`src/rtl/instr_fetch_unit.sv`:
```
// Instruction fetch unit: owns the PC, reads a single-cycle instruction memory
// and buffers fetched {instr, pc} pairs in a small FIFO toward decode.
// Optional macro IFU_PERF_CNT_EN adds a saturating fetch back-pressure counter
// on output port fetch_stall_cnt.
module instr_fetch_unit #(
    parameter int unsigned        ADDR_W   = 8,
    parameter int unsigned        DATA_W   = 32,
    parameter logic [ADDR_W-1:0]  RESET_PC = '0,
    parameter int unsigned        DEPTH    = 2
) (
    input  logic              clk,
    input  logic              rst_n,
    input  logic              fetch_en,
    output logic [ADDR_W-1:0] imem_addr,
    input  logic [DATA_W-1:0] imem_rdata,
    input  logic              redirect_valid,
    input  logic [ADDR_W-1:0] redirect_pc,
    output logic              out_valid,
    input  logic              out_ready,
    output logic [DATA_W-1:0] out_instr,
    output logic [ADDR_W-1:0] out_pc
`ifdef IFU_PERF_CNT_EN
    ,
    output logic [15:0]       fetch_stall_cnt
`endif
);

    localparam int unsigned PTR_W = (DEPTH > 1) ? $clog2(DEPTH) : 1;
    localparam int unsigned CNT_W = $clog2(DEPTH + 1);

    logic [ADDR_W-1:0] fetch_pc_q, fetch_pc_d;
    logic [PTR_W-1:0]  rd_ptr_q, rd_ptr_d;
    logic [PTR_W-1:0]  wr_ptr_q, wr_ptr_d;
    logic [CNT_W-1:0]  count_q, count_d;
    logic [DATA_W-1:0] instr_q [DEPTH];
    logic [DATA_W-1:0] instr_d [DEPTH];
    logic [ADDR_W-1:0] pc_mem_q [DEPTH];
    logic [ADDR_W-1:0] pc_mem_d [DEPTH];

    logic full;
    logic pop;
    logic push;

    // Head of the FIFO is read straight out of the storage flops.
    assign out_valid = (count_q != '0);
    assign out_instr = instr_q[rd_ptr_q];
    assign out_pc    = pc_mem_q[rd_ptr_q];
    assign imem_addr = fetch_pc_q;

    assign full = (count_q == CNT_W'(DEPTH));
    assign pop  = out_valid & out_ready;
    // A full FIFO may still accept a word when the head leaves in the same cycle.
    assign push = fetch_en & ~redirect_valid & (~full | pop);

    // Next-state for PC, pointers, occupancy and entry storage.
    always_comb begin
        fetch_pc_d = fetch_pc_q;
        rd_ptr_d   = rd_ptr_q;
        wr_ptr_d   = wr_ptr_q;
        count_d    = count_q;
        instr_d    = instr_q;
        pc_mem_d   = pc_mem_q;

        if (redirect_valid) begin
            // Flush everything still queued; a same-cycle pop is already consumed.
            fetch_pc_d = redirect_pc & ~ADDR_W'(3);
            rd_ptr_d   = '0;
            wr_ptr_d   = '0;
            count_d    = '0;
        end else begin
            if (push) begin
                instr_d[wr_ptr_q]  = imem_rdata;
                pc_mem_d[wr_ptr_q] = fetch_pc_q;
                wr_ptr_d           = wr_ptr_q + PTR_W'(1);
                fetch_pc_d         = fetch_pc_q + ADDR_W'(4);
            end
            if (pop) begin
                rd_ptr_d = rd_ptr_q + PTR_W'(1);
            end
            count_d = count_q + CNT_W'(push) - CNT_W'(pop);
        end
    end

    // State registers with asynchronous reset.
    always_ff @(posedge clk or negedge rst_n) begin
        if (!rst_n) begin
            fetch_pc_q <= RESET_PC;
            rd_ptr_q   <= '0;
            wr_ptr_q   <= '0;
            count_q    <= '0;
            for (int unsigned i = 0; i < DEPTH; i++) begin
                instr_q[i]  <= '0;
                pc_mem_q[i] <= '0;
            end
        end else begin
            fetch_pc_q <= fetch_pc_d;
            rd_ptr_q   <= rd_ptr_d;
            wr_ptr_q   <= wr_ptr_d;
            count_q    <= count_d;
            instr_q    <= instr_d;
            pc_mem_q   <= pc_mem_d;
        end
    end

`ifdef IFU_PERF_CNT_EN
    logic [15:0] stall_cnt_q, stall_cnt_d;
    logic        stall;

    // Fetch wanted but the FIFO could not take the word.
    assign stall           = fetch_en & ~redirect_valid & ~push;
    assign fetch_stall_cnt = stall_cnt_q;

    // Saturating back-pressure counter next-state.
    always_comb begin
        stall_cnt_d = stall_cnt_q;
        if (stall && (stall_cnt_q != 16'hFFFF)) begin
            stall_cnt_d = stall_cnt_q + 16'd1;
        end
    end

    // Back-pressure counter register.
    always_ff @(posedge clk or negedge rst_n) begin
        if (!rst_n) begin
            stall_cnt_q <= '0;
        end else begin
            stall_cnt_q <= stall_cnt_d;
        end
    end
`endif

endmodule
```
`config.mk`:
```
export PLATFORM = sky130hd
export DESIGN_NAME = instr_fetch_unit
export DESIGN_NICKNAME = d
export VERILOG_FILES = /design/src/rtl/instr_fetch_unit.sv
export SDC_FILE = /design/constraint.sdc
export NUM_CORES = 1
export LEC_CHECK = 0
export BUFFER_PORTS_ARGS = -buffer_cell sky130_fd_sc_hd__buf_2
export CAP_MARGIN = 5
export CORE_ASPECT_RATIO = 1.5
export CORE_UTILIZATION = 34
export DETAILED_ROUTE_END_ITERATION = 12
export HOLD_SLACK_MARGIN = 0.05
export SETUP_SLACK_MARGIN = 0.3
export SKIP_CTS_REPAIR_TIMING = 1
export SLEW_MARGIN = 20
export SYNTH_ARGS = -nofsm -noshare
export SYNTH_HDL_FRONTEND = slang
export SYNTH_SLANG_ARGS = --single-unit
```
`constraint.sdc`:
```
create_clock -name clk -period 1.8 [get_ports clk]
set_input_delay 0.36 -clock clk [delete_from_list [all_inputs] [get_ports clk]]
set_output_delay 0.36 -clock clk [all_outputs]
set_load 0.02 [all_outputs]
```
==> results.py, run 1 <==
metrics = {
    "detailed_routing": {
        "dr_total_vias": 2622,
        "first_pass_iters": 3,
        "routed_via_density": 4.82,
        "drc": 0,
        "drtAntennaViolNets": 0,
        "dr.first_iter.drc_count": 61,
        "wl_per_cell_um": 18.7,
        "drt-total-wl_um": 10200,
    },
    "global_routing": {
        "grtUsageTotal_pct": 14.7,
        "grt_pass1_vias": 2805,
        "grt_antenna_before_repair": 0,
        "grt_pass1_wl_um": 14300,
        "grt_max_degree": 45,
        "overflow": 0,
    },
    "synth": {
        "syn-instance-count": 270,
        "syn-cell-area_sq_um": 4110,
        "avgSynthCellArea_sq_um": 15.2,
        "yosys_warnings": 0,
        "synth_cell_types": 34,
        "seq_area_frac_synth_pct": 52.4,
        "yosys_register_bits": 86,
    },
    "place": {
        "post-place-ws_ps": 29.4,
        "dp_hpwl_um": 5680,
        "gp_congestion": 0.705,
        "port_buffers": 87,
        "placed_cell_area_sq_um": 4760,
    },
    "worst_setup_path": {
        "arrival_ps": 1470,
        "path_max_fanout": 24,
        "r2r-start": "count_q[0]$_DFF_PN0_",
        "worstPathRequired_ps": 1440,
        "endpoint_kind": "output pin",
        "r2r_slack_ps": 80,
        "crit_type": "flip-flop to output pin",
        "worstSetupStartpoint": "rd_ptr_q$_DFFE_PN0P_",
        "crit_path_start_kind": "flip-flop",
    },
    "sta": {
        "worst_slack_ps": -30.1,
        "whs_ps": 262,
        "rsz0062_at_grt": "yes",
        "setup_violations": 23,
        "fmax_ghz": 0.546,
        "min_period_over_period_pct": 102,
        "hold_viol_final": 0,
        "min_period_ps": 1830,
        "fin_skew_ps": 8.44,
        "report.final.slew_viol_count": 0,
    },
    "clock_network": {
        "htreeDepth": 3,
        "cts_tree": "done",
        "root_buffer": "clkbuf_16",
        "clk_pin_slew_worst_paths_ps": 60,
        "clockBufferDepth": 2,
        "numCtsBuffers": 9,
        "clock_latency_ps": 340,
        "clock-sinks": 86,
    },
    "power_and_ir_drop": {
        "leakage_nw": 2.75,
        "p_per_area_nw_per_um2": 1560,
        "ir_drop_v": 0.000684,
        "fin_total_pwr_mw": 8.92,
    },
    "floorplan": {
        "die_height_um": 137,
        "initial_core_util_pct": 35.3,
        "ios": 94,
        "core_area_sq_um": 11700,
        "die_w_um": 91.8,
        "rows": 48,
        "die-area_sq_um": 12500,
    },
    "run_status": {
        "status": "complete, but fails checks",
        "violations": "negative setup slack",
    },
    "layout": {
        "diodes": 0,
        "final_nets": 437,
        "nFillCells": 1046,
        "drive_above_1_share_pct": 68.0,
        "area_delta_synth_final_pct": 38.8,
        "stdcell_area_sq_um": 5700,
    },
    "run": {
        "maxCapViolCount": 0,
    },
    "hold_path": {
        "hp-start": "redirect_pc[5]",
        "min_path_type": "input pin to flip-flop",
    },
}
-- critical path, stage by stage (launching register included) --
cell     delay (ps)
dfrtp_2         410
buf_12          200
mux2_2          360
buf_2           160
-- synthesized netlist by cell type --
cell       count  share of area, %
a21oi_1        1              0.12
a22oi_1        1              0.18
a2bb2oi_1      1              0.21
a31oi_1        3              0.46
buf_12         4               1.9
buf_2          1              0.12
buf_4          6               1.1
buf_6          2              0.55
clkbuf_1       5              0.46
conb_1         1             0.091
dfrtp_1       86                52
ha_1           3              0.91
inv_1          2              0.18
inv_2          1             0.091
mux2_2        74                20
mux2_4        40                15
nand2_1        4              0.37
nand3_1        4              0.49
nand4_1        2              0.30
nand4_2        1              0.30
nor2_1         5              0.46
nor2b_1        2              0.30
nor3b_2        1              0.30
nor4_4         1              0.52
o211ai_1       2              0.37
o21a_1         1              0.18
o21ai_0        5              0.61
or2_2          1              0.15
or3_1          3              0.46
or3b_4         1              0.27
or4_1          2              0.37
or4b_1         1              0.24
xnor2_1        2              0.43
xor2_1         1              0.21
-- cell usage in the layout, fill, tap and decap left out, drive strengths merged, types with 4 or more instances in the layout --
cell type	n
mux2	114
buf	114
dfrtp	86
clkbuf	18
nor2	5
o21ai	5
nand2	4
conb	4
nand3	4
-- logic make-up after synthesis --
group / after synthesis / share of synthesized area, %
buffers and inverters: 21 / 4.44
adder cells (fa/ha/maj): 3 / 0.913
multiplexers: 114 / 34.9
AND/OR/NAND/NOR: 28 / 4.54
AO/OA/AOI/OAI: 14 / 2.13
other: 1 / 0.0912
XOR/XNOR: 3 / 0.639
flip-flops: 86 / 52.4
-- worst paths after layout --
path,endpoint,cells after the start
setup / recovery,out_instr[23],3
hold / removal,imem_addr[5]$_DFFE_PN0P_,3
setup reg to reg,instr_q[12]$_DFFE_PN0P_,4
hold reg to reg,instr_q[31]$_DFFE_PN0P_,1
max in group asynchronous,rd_ptr_q$_DFFE_PN0P_,3
min in group asynchronous,instr_q[62]$_DFFE_PN0P_,2
-- final cells by class --
class	count	area [sq um]	share of cell area, %
well taps	150	188	3.29
inverters	3	13.8	0.241
multi-input cells	166	2010	35.3
flip-flops and latches	86	2150	37.7
clock inverters	6	85.1	1.49
repair buffers	123	1010	17.8
clock buffers	10	239	4.19
-- layer usage --
metal / wire, um / GRT usage [%] / share of wire, %
met5: 0 / 0 / 0
met4: 216 / 6.42 / 2.1
met3: 330 / 3.44 / 3.2
met2: 5420 / 25.4 / 53
met1: 4200 / 17.3 / 41
-- state kept, by name, indices dropped and copies added (netlist names) --
register,flops
wr_ptr_q,1
count_q,2
imem_addr,6
rd_ptr_q,1
pc_mem_q,12
instr_q,64
-- metrics by stage --
stage | util [%] | setup TNS, ps | std cells
2_1_floorplan | - | 0 | 273
3_5_place_dp | 40.8 | 0 | 505
3_3_place_gp | 40.8 | 0 | 505
5_1_grt | 49.0 | -1850 | 544
6_report | 49.0 | -390 | 544
4_1_cts | 43.6 | -944 | 521
-- power breakdown --
group          internal (mW)  leakage [nW]  switching (mW)
logic                   2.20          1.58            1.63
registers               2.65          1.02           0.428
clock network           1.25         0.154           0.753
(Power assumes the default switching activity.)
==> run 2, diff against run 1 <==
Settings changed: GPL_ROUTABILITY_DRIVEN from default to 0.
Clock period 1.8 ns to 1.6 ns, I/O delays scaled along.
==> run 2 against run 1 <==
The flow still finishes with violations (negative setup slack). Critical path depth did not move. Global-route usage fell by 1.2 points. Wire length fell by 0.57%. Register-to-register slack got worse by 200 ps. Worst hold slack got worse by 53 ps. Combinational power rose by 20%.
==> results.py, run 2 (synthesis gave the netlist of run 1 again) <==
metrics = {
    "clock_network": {
        "numCtsBuffers": 9,
        "clock-sinks": 86,
        "htreeDepth": 3,
        "cts_tree": "done",
        "clk_pin_slew_worst_paths_ps": 60,
        "root_buffer": "clkbuf_16",
        "clockBufferDepth": 2,
        "clock_latency_ps": 330,
    },
    "worst_setup_path": {
        "timing.rr.end": "instr_q[49]$_DFFE_PN0P_",
        "endpoint_kind": "output pin",
        "crit_type": "flip-flop to output pin",
        "path_max_fanout": 23,
        "reg2reg_depth": 5,
        "crit_path_start_kind": "flip-flop",
        "r2r-start": "count_q[1]$_DFF_PN0_",
        "arrival_ps": 1480,
        "worstPathRequired_ps": 1280,
        "r2r_slack_ps": -120,
    },
    "detailed_routing": {
        "met2_length_um": 5520,
        "drc": 0,
        "routed_via_density": 4.83,
        "wl_met3_um": 329,
        "dr_total_vias": 2678,
        "first_pass_iters": 4,
        "wl_per_cell_um": 18.2,
        "drtAntennaViolNets": 0,
        "highest_layer": "met4",
        "dr.first_iter.drc_count": 104,
        "wl_met1_um": 4160,
        "drt-total-wl_um": 10100,
    },
    "sta": {
        "worst_slack_ps": -197,
        "fmax_ghz": 0.556,
        "min_period_ps": 1800,
        "rsz0062_at_grt": "yes",
        "whs_ps": 209,
        "min_period_over_period_pct": 112,
        "report.final.slew_viol_count": 0,
        "fin_skew_ps": 6.30,
        "setup_violations": 112,
        "hold_viol_final": 0,
    },
    "global_routing": {
        "grt_pass1_wl_um": 12900,
        "grt_max_degree": 87,
        "grt_antenna_before_repair": 0,
        "grt_pass1_vias": 2622,
        "overflow": 0,
        "grtUsageTotal_pct": 13.4,
    },
    "run": {
        "maxCapViolCount": 0,
    },
    "place": {
        "dp_cells": 508,
        "placed_cell_area_sq_um": 4820,
        "port_buffers": 87,
        "dp_hpwl_um": 5430,
    },
    "hold_path": {
        "min_path_type": "input pin to flip-flop",
        "hold_depth": 2,
        "hp-start": "redirect_valid",
        "whs_endpoint": "wr_ptr_q$_DFFE_PN0P_",
    },
    "floorplan": {
        "die-area_sq_um": 12500,
        "die_height_um": 137,
        "ios": 94,
        "core_area_sq_um": 11700,
        "initial_core_util_pct": 35.3,
        "die_w_um": 91.8,
        "rows": 48,
    },
    "layout": {
        "final_nets": 448,
        "stdcell_area_sq_um": 5970,
        "area_delta_synth_final_pct": 45.1,
        "fin_cells": 555,
        "diodes": 0,
        "final_common_cell": "mux2_4",
        "drive_above_1_share_pct": 72.1,
        "largest_reg_flops": 64,
        "regMostFlops": "instr_q",
        "final_cell_mix": "mux2_4, dfrtp_1, buf_2, mux2_2, buf_4",
    },
    "power_and_ir_drop": {
        "leakage_nw": 2.87,
        "p_per_area_nw_per_um2": 1730,
        "ir_drop_v": 0.00104,
        "fin_total_pwr_mw": 10.3,
    },
    "run_status": {
        "violations": "negative setup slack",
        "status": "complete, but fails checks",
    },
}
## run 2: metrics by stage
stage / utilization [%] / setup slack [ps] / TNS (ps)
after floorplan: - / -6.15 / -123
after global placement: 41.4 / -94.2 / -1900
final: 51.2 / -197 / -9930
after detailed placement: 41.4 / -115 / -2640
after global routing: 51.2 / -245 / -14510
after CTS: 44.1 / -219 / -7180
## run 2: routing by layer
| layer | up-vias | GRT usage (%) |
|---|---|---|
| met1 | 1381 | 15.5 |
| met5 | - | 0 |
| met2 | 64 | 23.5 |
| met4 | 0 | 6.77 |
| li1 | 1226 | - |
| met3 | 7 | 2.94 |
## run 2: layout make-up
cell class | instances | area (sq um)
Tap cell | 150 | 188
Sequential cell | 86 | 2160
Inverter | 3 | 13.8
Clock inverter | 4 | 70.1
Timing Repair Buffer | 134 | 1190
Multi-Input combinational cell | 166 | 2090
Fill cell | 1027 | 5690
Clock buffer | 12 | 246
## run 2: worst max-delay path by stage
stage / cells past startpoint / slack (ps) / from / end
finish: 3 / -200 / rd_ptr_q$_DFFE_PN0P_ / out_instr[6]
global route: 3 / -250 / rd_ptr_q$_DFFE_PN0P_ / out_instr[22]
CTS: 3 / -220 / rd_ptr_q$_DFFE_PN0P_ / out_instr[23]
detailed placement: 7 / -110 / out_ready / count_q[0]$_DFF_PN0_
global placement: 7 / -90 / out_ready / count_q[0]$_DFF_PN0_
floorplan: 5 / -6 / count_q[0]$_DFF_PN0_ / instr_q[0]$_DFFE_PN0P_
## run 2: critical path: stages, from the launching register on
cell     delay, ps
dfrtp_2        410
buf_12         210
mux2_2         360
buf_2          160
## run 2: power by group
part           switching (mW)  internal, mW  total [mW]
clock network           0.822          1.41        2.23
registers               0.484          2.99        3.47
logic                    1.91          2.69        4.60
total                    3.21          7.09        10.3
==> run 3, diff against run 2 <==
Settings changed: REMOVE_ABC_BUFFERS from default to 1.
==> run 3 against run 2 <==
The flow still finishes with violations (negative setup slack). Combinational power decreased by 5.0%. First-iteration DRC count decreased by 55%. Sequential share of layout area increased by 1.2 points. Critical path depth unchanged. Non-clock buffer count decreased by 6. Cell count decreased by 1.1%. Largest cell class unchanged. Highest routed layer unchanged.
==> results.py, run 3 (synthesis gave the netlist of run 1 again) <==
metrics = {
    "run_status": {
        "status": "complete, but fails checks",
        "violations": "negative setup slack",
    },
    "sta": {
        "fmax_ghz": 0.560,
        "worst_slack_ps": -184,
        "whs_ps": 222,
        "min_period_ps": 1780,
        "setup_violations": 116,
        "hold_viol_final": 0,
        "rsz0062_at_grt": "yes",
        "min_period_over_period_pct": 112,
        "report.final.slew_viol_count": 0,
        "fin_skew_ps": 6.16,
    },
    "worst_setup_path": {
        "path_max_fanout": 20,
        "arrival_ps": 1460,
        "worstSetupStartpoint": "rd_ptr_q$_DFFE_PN0P_",
        "crit_type": "flip-flop to output pin",
        "r2r-start": "count_q[1]$_DFF_PN0_",
        "crit_path_start_kind": "flip-flop",
        "endpoint_kind": "output pin",
        "worstPathRequired_ps": 1280,
        "crit_path_cell_trace": "buf_12 -> mux2_2 -> buf_2",
        "slowest_delay_ps": 410,
        "slowest_stage": "dfrtp_2",
    },
    "floorplan": {
        "rows": 48,
        "initial_core_util_pct": 35.3,
        "ios": 94,
        "die_w_um": 91.8,
        "die-area_sq_um": 12500,
        "core_area_sq_um": 11700,
        "die_height_um": 137,
    },
    "layout": {
        "largest_reg_flops": 64,
        "drive_above_1_share_pct": 70.7,
        "nFillCells": 1033,
        "final_cell_mix": "mux2_4, dfrtp_1, buf_2, mux2_2, buf_4",
        "stdcell_area_sq_um": 5770,
        "fin_cells": 549,
        "area_delta_synth_final_pct": 40.3,
        "final_common_cell": "mux2_4",
        "regMostFlops": "instr_q",
        "final_nets": 442,
        "final_core_util_pct": 49.5,
        "diodes": 0,
    },
    "clock_network": {
        "clk_pin_slew_worst_paths_ps": 60,
        "numCtsBuffers": 9,
        "clock_latency_ps": 340,
        "clockBufferDepth": 2,
        "root_buffer": "clkbuf_16",
        "clock-sinks": 86,
        "htreeDepth": 3,
        "cts_tree": "done",
    },
    "global_routing": {
        "grt_max_degree": 71,
        "grt_pass1_wl_um": 13800,
        "grtUsageTotal_pct": 14.2,
        "grt_pass1_vias": 2721,
        "grt_antenna_before_repair": 0,
        "overflow": 0,
    },
    "power_and_ir_drop": {
        "fin_total_pwr_mw": 9.98,
        "p_per_area_nw_per_um2": 1730,
        "leakage_nw": 2.78,
        "ir_drop_v": 0.000771,
    },
    "detailed_routing": {
        "routed_via_density": 4.79,
        "drc": 0,
        "drtAntennaViolNets": 0,
        "first_pass_iters": 2,
        "wl_per_cell_um": 17.9,
        "dr.first_iter.drc_count": 47,
        "drt-total-wl_um": 9850,
        "dr_total_vias": 2627,
    },
    "place": {
        "dp_cells": 513,
        "port_buffers": 87,
        "dp_hpwl_um": 5760,
        "placed_cell_area_sq_um": 4830,
    },
    "hold_path": {
        "min_path_type": "input pin to flip-flop",
        "hp-start": "redirect_pc[5]",
    },
    "run": {
        "maxCapViolCount": 0,
    },
}
-- run 3: cell types whose count changed in the layout (fill, tap and decap cells not counted), sizes merged --
| cell | before | now |
|---|---|---|
| buf | 124 | 119 |
| clkinvlp | 0 | 1 |
| bufinv | 2 | 1 |
| inv | 3 | 5 |
| clkbuf | 21 | 18 |
-- run 3: final cells by class --
type | count | area [sq um] | area share (%)
inverters | 3 | 11.3 | 0.195
well taps | 150 | 188 | 3.25
multi-input cells | 166 | 2040 | 35.4
clock buffers | 10 | 239 | 4.14
clock inverters | 6 | 68.8 | 1.19
flip-flops and latches | 86 | 2160 | 37.4
repair buffers | 128 | 1060 | 18.3
-- run 3: worst max-delay path: cells and delay by family, from the launching register on --
family                 cells  cell delay (ps)
DFF                        1              410
buffers and inverters      2              340
muxes                      1              360
-- run 3: final timing paths --
path	to	slack (ps)	depth (start not counted)
worst max-delay path	out_instr[25]	-180	3
worst min-delay path	imem_addr[5]$_DFFE_PN0P_	220	3
worst max register to register	instr_q[31]$_DFFE_PN0P_	-130	4
worst min register to register	instr_q[31]$_DFFE_PN0P_	510	1
max in group asynchronous	rd_ptr_q$_DFFE_PN0P_	540	3
min in group asynchronous	instr_q[5]$_DFFE_PN0P_	390	2
-- run 3: power by group --
group / total (mW) / leakage [nW] / switching, mW / internal, mW
Combinational: 4.37 / 1.62 / 1.85 / 2.53
Clock: 2.14 / 0.149 / 0.880 / 1.26
Sequential: 3.46 / 1.02 / 0.475 / 2.99
-- run 3: through the flow --
stage	setup WS, ps	TNS (ps)
6_report	-184	-12860
5_1_grt	-229	-17280
3_3_place_gp	-62.5	-1720
3_5_place_dp	-67.2	-1700
4_1_cts	-208	-8640
2_1_floorplan	-1160	-76990
-- run 3: routing by layer --
| metal | up-vias | GRT usage [%] | routed length [um] |
|---|---|---|---|
| met1 | 1339 | 17.4 | 4220 |
| met5 | - | 0 | 0 |
| met2 | 57 | 24.2 | 5200 |
| met3 | 13 | 2.33 | 255 |
| met4 | 0 | 7.38 | 179 |
| li1 | 1218 | - | - |
